## config.mk

```make
export PLATFORM = sky130hd
export DESIGN_NAME = uart_tx_mmio_flat
export DESIGN_NICKNAME = d
export VERILOG_FILES = /design/src/rtl/uart_tx_mmio_if.sv /design/src/rtl/uart_tx_mmio.sv /design/src/flat_wrapper.sv
export SDC_FILE = /design/constraint.sdc
export NUM_CORES = 1
export LEC_CHECK = 0
export CAP_MARGIN = 10
export CORE_MARGIN = 2
export CORE_UTILIZATION = 50
export DETAILED_ROUTE_END_ITERATION = 7
export PLACE_DENSITY = 0.78
export RECOVER_POWER = 100
export SLEW_MARGIN = 15
export SYNTH_ARGS = -nofsm -noshare
export SYNTH_HDL_FRONTEND = slang
export SYNTH_SLANG_ARGS = --single-unit
```

## constraint.sdc

```tcl
create_clock -name clk -period 8.1 [get_ports clk]
set_clock_uncertainty 0.05 [all_clocks]
set_input_delay 1.215 -clock clk [delete_from_list [all_inputs] [get_ports clk]]
set_output_delay 1.215 -clock clk [all_outputs]
set_load 0.02 [all_outputs]
```

## src/rtl/uart_tx_mmio_if.sv

```systemverilog
// Load/store bus slice between the CPU data-memory port and the memory-mapped UART.
interface uart_tx_mmio_if;
   logic [31:0] addr;
   logic [31:0] wdata;
   logic        wr_en;
   logic        rd_en;
   logic [31:0] rdata;
   logic        hit;

   modport master (output addr, wdata, wr_en, rd_en, input rdata, hit);
   modport slave  (input addr, wdata, wr_en, rd_en, output rdata, hit);
endinterface

```

## src/rtl/uart_tx_mmio.sv

```systemverilog
// Memory-mapped 8N1 UART transmitter: TXDATA/STATUS/CTRL window, byte FIFO and
// a serialiser FSM that chains frames back to back while bytes are queued.
module uart_tx_mmio #(
   parameter int unsigned CLK_DIV    = 868,
   parameter int unsigned FIFO_DEPTH = 8,
   parameter logic [31:0] BASE_ADDR  = 32'h8000_0000
) (
   input  logic          clk,
   input  logic          reset,
   uart_tx_mmio_if.slave bus,
   output logic          tx,
   output logic          tx_busy
);
   localparam int PTR_W = $clog2(FIFO_DEPTH);
   localparam int CNT_W = PTR_W + 1;
   localparam logic [CNT_W-1:0] DEPTH_C   = CNT_W'(FIFO_DEPTH);
   localparam logic [15:0]      BAUD_LAST = 16'(CLK_DIV - 1);

   typedef enum logic [1:0] {IDLE, START, DATA, STOP} state_t;

   state_t           state;
   logic [7:0]       mem [FIFO_DEPTH];
   logic [PTR_W-1:0] wr_ptr;
   logic [PTR_W-1:0] rd_ptr;
   logic [CNT_W-1:0] count;
   logic             overflow;
   logic             enable;
   logic [7:0]       shift;
   logic [2:0]       bit_idx;
   logic [15:0]      baud_cnt;

   logic       hit;
   logic [1:0] offset;
   logic       full;
   logic       empty;
   logic       push_req;
   logic       push_ok;
   logic       pop;
   logic       ovf_set;
   logic       ovf_clr;
   logic       ctrl_wr;
   logic       bit_end;
   logic [31:0] rdata;
   logic       unused_bits;

   assign hit      = (bus.addr[31:4] == BASE_ADDR[31:4]);
   assign offset   = bus.addr[3:2];
   assign full     = (count == DEPTH_C);
   assign empty    = (count == '0);
   assign bit_end  = (baud_cnt == BAUD_LAST);

   // A pop happens from IDLE, or straight out of the last STOP cycle so frames abut.
   assign pop      = enable && !empty &&
                     ((state == IDLE) || ((state == STOP) && bit_end));
   assign push_req = bus.wr_en && hit && (offset == 2'd0);
   assign push_ok  = push_req && (!full || pop);
   assign ovf_set  = push_req && full && !pop;
   assign ovf_clr  = bus.wr_en && hit && (offset == 2'd1) && bus.wdata[3];
   assign ctrl_wr  = bus.wr_en && hit && (offset == 2'd2);

   assign unused_bits = ^{bus.addr[1:0], bus.wdata[31:8]};

   always_comb begin
      rdata = '0;
      if (bus.rd_en && hit) begin
         case (offset)
            2'd1:    rdata = {16'd0, 8'(count), 4'd0, overflow, tx_busy, empty, full};
            2'd2:    rdata = {31'd0, enable};
            default: rdata = '0;
         endcase
      end
   end

   assign bus.rdata = rdata;
   assign bus.hit   = hit;

   always_ff @(posedge clk) begin
      if (push_ok) mem[wr_ptr] <= bus.wdata[7:0];
      if (pop)     shift       <= mem[rd_ptr];
   end

   always_ff @(posedge clk or negedge reset) begin
      if (!reset) begin
         wr_ptr   <= '0;
         rd_ptr   <= '0;
         count    <= '0;
         overflow <= 1'b0;
         enable   <= 1'b1;
      end else begin
         if (push_ok) wr_ptr <= wr_ptr + PTR_W'(1);
         if (pop)     rd_ptr <= rd_ptr + PTR_W'(1);
         case ({push_ok, pop})
            2'b10:   count <= count + CNT_W'(1);
            2'b01:   count <= count - CNT_W'(1);
            default: count <= count;
         endcase
         // A new overflow outranks a clear landing on the same edge.
         if (ovf_set)      overflow <= 1'b1;
         else if (ovf_clr) overflow <= 1'b0;
         if (ctrl_wr) enable <= bus.wdata[0];
      end
   end

   always_ff @(posedge clk or negedge reset) begin
      if (!reset) begin
         state    <= IDLE;
         tx       <= 1'b1;
         tx_busy  <= 1'b0;
         baud_cnt <= '0;
         bit_idx  <= '0;
      end else begin
         case (state)
            IDLE: begin
               tx       <= 1'b1;
               baud_cnt <= '0;
               if (pop) begin
                  state   <= START;
                  tx      <= 1'b0;
                  tx_busy <= 1'b1;
               end
            end
            START: begin
               if (bit_end) begin
                  baud_cnt <= '0;
                  bit_idx  <= '0;
                  state    <= DATA;
                  tx       <= shift[0];
               end else begin
                  baud_cnt <= baud_cnt + 16'd1;
               end
            end
            DATA: begin
               if (bit_end) begin
                  baud_cnt <= '0;
                  if (bit_idx == 3'd7) begin
                     state <= STOP;
                     tx    <= 1'b1;
                  end else begin
                     bit_idx <= bit_idx + 3'd1;
                     tx      <= shift[bit_idx + 3'd1];
                  end
               end else begin
                  baud_cnt <= baud_cnt + 16'd1;
               end
            end
            STOP: begin
               if (bit_end) begin
                  baud_cnt <= '0;
                  if (pop) begin
                     state <= START;
                     tx    <= 1'b0;
                  end else begin
                     state   <= IDLE;
                     tx_busy <= 1'b0;
                  end
               end else begin
                  baud_cnt <= baud_cnt + 16'd1;
               end
            end
            default: begin
               state   <= IDLE;
               tx      <= 1'b1;
               tx_busy <= 1'b0;
            end
         endcase
      end
   end
endmodule
```

## src/flat_wrapper.sv

```systemverilog
// flat-port wrapper written by rule: the top's interface ports become plain ports
module uart_tx_mmio_flat 
#(
   parameter int unsigned CLK_DIV    = 868,
   parameter int unsigned FIFO_DEPTH = 8,
   parameter logic [31:0] BASE_ADDR  = 32'h8000_0000
)
  (clk, reset, tx, tx_busy, bus_addr, bus_wdata, bus_wr_en, bus_rd_en, bus_rdata, bus_hit);
  uart_tx_mmio_if bus_i ();
  input  logic clk;
  input  logic reset;
  output logic tx;
  output logic tx_busy;
  input wire logic [$bits(bus_i.addr)-1:0] bus_addr;
  input wire logic [$bits(bus_i.wdata)-1:0] bus_wdata;
  input wire logic [$bits(bus_i.wr_en)-1:0] bus_wr_en;
  input wire logic [$bits(bus_i.rd_en)-1:0] bus_rd_en;
  output wire logic [$bits(bus_i.rdata)-1:0] bus_rdata;
  output wire logic [$bits(bus_i.hit)-1:0] bus_hit;
  assign bus_i.addr = bus_addr;
  assign bus_i.wdata = bus_wdata;
  assign bus_i.wr_en = bus_wr_en;
  assign bus_i.rd_en = bus_rd_en;
  assign bus_rdata = bus_i.rdata;
  assign bus_hit = bus_i.hit;
  uart_tx_mmio #(.CLK_DIV(CLK_DIV), .FIFO_DEPTH(FIFO_DEPTH), .BASE_ADDR(BASE_ADDR)) u_core (.clk(clk), .reset(reset), .bus(bus_i), .tx(tx), .tx_busy(tx_busy));
endmodule
```

==> metrics.txt, run 1 <==
Hold Vio Cnt, Final 0; CTS tree done; crit path max-delay cell type dlygate4sd3_1; status finished, violations left; switching pwr between 200 and 250 uW; total track usage 0.177; DR iter-0 viols 105; CP max FO 7; HPWL after DPL around 6500 um; core area 9820 um^2; Worst Path Arrival about 3.9 ns; Distinct cells, synth 53; Antenna Nets Post-Route 0; top cells by area, synth edfxtp_1 (43%), dfrtp_1 (16%), mux4_2 (8.0%); crit-path cells dlygate4sd3_1, nor4_1, nand4_1, nor3_1, and3_1, nor2b_1, dlygate4sd3_1; Slew HR -0.318; final WL approximately 9100 um; Die Height 105 um; GRT Residual Overflow 0; CP endpoint kind output pin; largest net degree at the start of global routing 36; htree depth 3; Layout area overhead 13.8%; placed cell count 536; clock power share 0.322; Final #Nets 498; number of max-slew violations in the final report 36; internal power 718 uW; Syn. warnings 0; n_diodes 0; Required @ worst endpoint a little under 7 ns; Root Driver clkbuf_8; Post-synth EDFFs a little over 70; CP Launch Type input port; IO Port Bufs 52; drt pass-1 iters 4; sequential share of power 0.633; Seq/Total Area, Yosys 0.600; initial antenna violation count 0; setup TNS 0 ns; first-pass GRT wire length about 15000 um; most frequent cell on the critical path dlygate4sd3_1; Via-to-Cell Ratio 5.30; filler instances approximately 790; IO Count 103; area share of the largest cell type after synthesis 0.427; CTS sink count around 110; cts repair resizes 0; Final Non-Filler Cells 551; CTS Buf Count 9; clock buffer depth 2; layout cells sized above 1 0.117; Overall Power around 900 uW; max_cap viols 1; maximum vdd drop approximately 0.17 mV; minimum clock period about 5.2 ns; Synth Register Bits about 110; final setup vio count 0; DR WL/cell between 15 and 20 um; area leader, netlist edfxtp_1; clk slew on worst S/H paths ~0.090 ns; unrepaired setup endpoints after global routing false; Tightest Pin Transition 1.98 ns; vias 2919; Die ar. around 11000 um^2; Setup Crit Path Kind input port to output pin; Switching Fraction 0.222; vias in the first global route around 3000; Pwr Density between 150 and 200 nW/um^2; Cells after Synth around 350; static leakage 0.00213 uW; Critical Path Max Stage Delay 0.68 ns; Clock Latency Late Sink ~0.36 ns; GPL Wtd Cong between 0.7 and 0.8; Core Rows 36; ys async rst share 0.327; Hold Buf Count CTS 0; top_reg_cell synth edfxtp_1; final worst-path cycle share 0.642; Top delay family on crit path simple AND/OR/NAND/NOR gates; Max Fclk 192 MHz; Crit path buffers/inverters 2; effective utilization at floorplan 0.516; die width 105 um; Synth Cell Area a little over 5000 um^2; combinational share of power 0.046; Avg Cell Area, Syn roughly 14 um^2; Post-CTS Setup Bufs 0; failing checks max-capacitance violations, max-slew violations; post-detailed-route DRC marker count 0; Min-Delay Path Class flop to flop
worst paths after layout:
kind / start / endpoint / slack, ns / cells past startpoint
max: bus_addr[4] / bus_rdata[1] / 2.90 / 7
min reg2reg: u_core.baud_cnt[0] / u_core.baud_cnt[0] / 0.45 / 1
min in group asynchronous: reset / u_core.baud_cnt[2] / 1.89 / 2
max reg2reg: u_core.baud_cnt[0] / u_core.count[3] / 4.24 / 12
min: u_core.baud_cnt[0] / u_core.baud_cnt[0] / 0.45 / 1
max in group asynchronous: reset / u_core.state[1] / 4.98 / 2
cell type report:
class / count / area (um^2) / share of cell area
inverters: 10 / 37.5 / 0.00651
clock inverters: 5 / 47.5 / 0.00824
clock buffers: 10 / 128 / 0.0221
repair buffers: 58 / 543 / 0.0941
well taps: 133 / 166 / 0.0289
multi-input cells: 228 / 1810 / 0.313
flip-flops and latches: 107 / 3040 / 0.527
worst register-to-register path, cell delays in order (launching register included):
cell,delay (ns)
dfrtp_1,0.40
ha_1,0.25
nor4b_1,0.39
a41oi_1,0.23
nor2_1,0.96
nand2b_1,0.34
inv_2,0.16
ha_1,0.24
a21o_1,0.18
a21oi_1,0.21
nor2_1,0.07
a22oi_2,0.18
xnor2_1,0.14
routing by layer:
layer,routed length (um),GRT usage,part of all wire
met5,0,0,0
met4,87,0.0467,0.0096
met3,267,0.0405,0.029
met2,4860,0.317,0.53
met1,3890,0.216,0.43
power groups by stage:
| stage | logic [uW] | clock network [uW] | registers (uW) |
|---|---|---|---|
| final | 42.1 | 297 | 584 |
| after global routing | 45.9 | 326 | 584 |
| after CTS | 43.9 | 305 | 584 |
| after detailed placement | 43.7 | 0 | 596 |
| after global placement | 42.3 | 0 | 596 |
| after floorplan | 23.2 | 0 | 596 |
sequential cells by signal, summed over array words and instances, names as in the netlist, 2 cells and up:
signal and flops:
u_core.count 4, u_core.baud_cnt 16, u_core.rd_ptr 3, u_core.shift 8, u_core.wr_ptr 3, u_core.state 2
u_core.mem 64, u_core.bit_idx 3
Yosys cell counts (all sizes together) (3+ instances only):
cell	instances
edfxtp	72
dfrtp	33
buf	29
nor2	26
nand2	22
mux4	18
ha	15
mux2	14
xor2	11
inv	10
o21ai	10
nand3	9
xnor2	9
nor3	8
nor4	8
and2	7
a21oi	6
a22o	5
and3	4
nand2b	4
nand4	4
and4	3
nor4b	3
through the flow:
| stage | cell area (um^2) | util | hold slack [ns] | worst slack [ns] |
|---|---|---|---|---|
| 2_1_floorplan | 5150 | - | 0.390 | 3.95 |
| 3_3_place_gp | 5680 | 0.578 | 0.424 | 3.23 |
| 3_5_place_dp | 5680 | 0.579 | 0.437 | 3.19 |
| 4_1_cts | 5860 | 0.597 | 0.455 | 3.19 |
| 5_1_grt | 5770 | 0.587 | 0.478 | 2.75 |
| 6_report | 5770 | 0.587 | 0.449 | 2.90 |
logic make-up after synthesis:
logic type	after synthesis	synth area share
AOI/OAI and AO/OA	32	0.0469
DFF	107	0.600
muxes	32	0.112
adders and majority gates	16	0.0410
and+or+nand+nor	104	0.116
buffers and inverters	41	0.0489
xor gates and xnor gates	20	0.0346
other	1	0.000740
cells in the final DEF, fill, tap and decap left out, types with 7 or more instances in the layout:
| cell type | instances |
|---|---|
| clkdlybuf4s50_1 | 31 |
| edfxtp_1 | 72 |
| mux2_2 | 9 |
| conb_1 | 24 |
| dfrtp_1 | 33 |
| xor2_1 | 11 |
| nor3_1 | 8 |
| nor2_1 | 26 |
| xnor2_1 | 9 |
| clkbuf_8 | 9 |
| dlygate4sd3_1 | 21 |
| mux4_2 | 18 |
| o21ai_0 | 9 |
| clkbuf_1 | 7 |
| nand2_1 | 22 |
| nor4_1 | 7 |
| inv_1 | 9 |
| ha_1 | 15 |
| nand3_1 | 9 |
Note: power is estimated with default switching activity, not from simulation.
==> run 2: changes to the inputs <==
- clock period: 8.1 -> 5.01 ns (I/O delays scaled with it)
==> run 2 against run 1 <==
The run still ends with max-capacitance violations, max-slew violations left. First-iteration DRC count is 53% higher. Hold slack got worse by 0.0035 ns. Combinational power rose by 62%. Sequential power rose by 62%. Cell count increased by 0.54%. Global-route usage rose by 0.73 points. Core utilization increased by 0.61 points. Register-to-register slack lost 2.9 ns. Via count is 2.2% higher. Largest cell class unchanged.
==> metrics.txt, run 2 (synthesized netlist as in run 1, its figures left out) <==
status finished, violations left; failing checks max-capacitance violations, max-slew violations; clk slew on worst S/H paths 0.10 ns (about the same); maximum vdd drop 0.270 mV (+62%); CTS sink count 107 (unchanged); htree depth 3 (unchanged); unrepaired setup endpoints after global routing false; Critical Path Max Stage Delay 0.67 ns (about the same); Top reg by flops u_core.mem; GPL Wtd Cong 0.765 (+1.9%); final setup vio count 0 (unchanged); max_cap viols 1 (unchanged); DR iter-0 viols 161 (+53%); largest registers u_core.mem (64), u_core.baud_cnt (16), u_core.shift (8); core area 9820 um^2 (unchanged); Largest register FFs 64 (unchanged); Via-to-Cell Ratio 5.39 (+1.7%); CP Launch Type input port; crit path from bus_addr[13]; DR WL/cell 16.8 um (+1.6%); Min-Delay Path Class flop to flop; Clock Latency Late Sink 0.38 ns (+0.02 ns); internal power 1180 uW (+64%); first-pass GRT wire length 15700 um (+4.4%); Hold Vio Cnt, Final 0 (unchanged); Setup Crit Path Kind input port to output pin; Worst R2R Start u_core.baud_cnt[0]; Required @ worst endpoint 4.21 ns (-2.63 ns); Area after DPL 5690 um^2 (+0.15%); CTS tree done; IO Port Bufs 52 (unchanged); Layout area overhead 15.0%; IO Count 103 (unchanged); Max Fclk 237 MHz; layout cells sized above 1 0.124 (+0.00629); Routed met3 length 401 um (+50%); fin area 5830 um^2 (+1.0%); switching pwr 362 uW (+77%); placed cell count 538 (+0.37%); most common cell after layout, fill and taps aside edfxtp_1; number of max-slew violations in the final report 36 (unchanged); crit-path cells clkdlybuf4s50_1, nor4b_2, nand4_1, nor3_1, and3_1, and2_1, dlygate4sd3_1; clock buffer depth 2 (unchanged); Die Height 105 um (unchanged); HPWL after DPL 6780 um (+4.3%); Antenna Nets Post-Route 0 (unchanged); minimum clock period between 4 and 5 ns; static leakage 0.00216 uW (+1.6%); worst hold margin 0.446 ns (-0.00352 ns); Metal-1 WL 3710 um (-4.6%); most frequent cells in the layout edfxtp_1 (72), dfrtp_1 (33), clkdlybuf4s50_1 (32), nor2_1 (26), conb_1 (24); clock power share 0.342 (+0.020); largest net degree at the start of global routing 36 (unchanged); setup TNS 0 ns (unchanged); sequential share of power 0.614 (-0.019); Worst Path Arrival 3.42 ns (-0.52 ns); die width 105 um (unchanged); Final #Nets 500 (+0.40%); vias 2984 (+2.2%); Hold Buf Count CTS 0 (unchanged); Hold Path Origin u_core.baud_cnt[0]; CTS Buf Count 9 (unchanged); Post-CTS Setup Bufs 0 (unchanged); Root Driver clkbuf_8; CP endpoint kind output pin; cts repair resizes 0 (unchanged); Core Rows 36 (unchanged); met2 WL 5050 um (+3.8%); CP max FO 7 (unchanged); initial antenna violation count 0 (unchanged); final worst-path cycle share 0.842; vias in the first global route 3159 (+5.4%); Die ar. 11000 um^2 (unchanged); Slew HR -0.282 (+0.0360); combinational share of power 0.044 (-0.002); GRT Residual Overflow 0 (unchanged); n_diodes 0 (unchanged); post-detailed-route DRC marker count 0 (unchanged); Pwr Density 264 nW/um^2 (+65%); effective utilization at floorplan 0.516 (unchanged); crit path max-delay cell type dlygate4sd3_1; Top Layer Used met4; Tightest Pin Transition 1.92 ns (-0.0540 ns); drt pass-1 iters 4 (unchanged); final WL 9300 um (+2.1%); Final Non-Filler Cells 554 (+0.54%); total track usage 0.184 (+0.00728); Switching Fraction 0.235 (+0.0135)
run 2: cell types whose count changed in the layout (fill, tap and decap cells not counted), sizes merged:
cell and change:
clkbuf +1, dlygate4sd3 -1, inv +2, clkdlybuf4s50 +1
run 2: final cells by class:
class / count / area, um^2
Clock buffer: 9 / 124
Clock inverter: 7 / 85.1
Fill cell: 783 / 3990
Inverter: 10 / 37.5
Multi-Input combinational cell: 228 / 1820
Sequential cell: 107 / 3040
Tap cell: 133 / 166
Timing Repair Buffer: 60 / 551
run 2: worst paths after layout:
kind | to | cells after the start | slack (ns)
max in group asynchronous | u_core.baud_cnt[5] | 2 | 2.42
hold / removal | u_core.baud_cnt[0] | 1 | 0.45
setup reg to reg | u_core.count[3] | 12 | 1.32
hold reg to reg | u_core.baud_cnt[0] | 1 | 0.45
min in group asynchronous | u_core.wr_ptr[2] | 2 | 1.39
setup / recovery | bus_rdata[9] | 7 | 0.79
run 2: worst max-delay path, delay by kind of cell:
kind	cells	cell delay, ns
AND/OR/NAND/NOR	5	1.57
buffers and inverters	2	1.10
run 2: through the flow:
step | power, uW | setup WS (ns) | util
floorplan | 1000 | 1.78 | -
global placement | 1030 | 1.06 | 0.580
detailed placement | 1030 | 0.973 | 0.580
CTS | 1560 | 0.977 | 0.601
global route | 1600 | 0.592 | 0.594
finish | 1540 | 0.793 | 0.594
run 2: power by group through the flow:
stage / clock network (uW) / registers, uW / logic [uW]
2_1_floorplan: 0 / 963 / 37.5
3_3_place_gp: 0 / 963 / 68.3
3_5_place_dp: 0 / 963 / 70.5
4_1_cts: 542 / 944 / 70.7
5_1_grt: 581 / 944 / 74.6
6_report: 526 / 944 / 68.2
run 2: per-layer routing:
layer | track usage | up-vias
li1 | - | 1404
met1 | 0.213 | 1495
met2 | 0.337 | 75
met3 | 0.0443 | 10
met4 | 0.0581 | 0
met5 | 0 | -
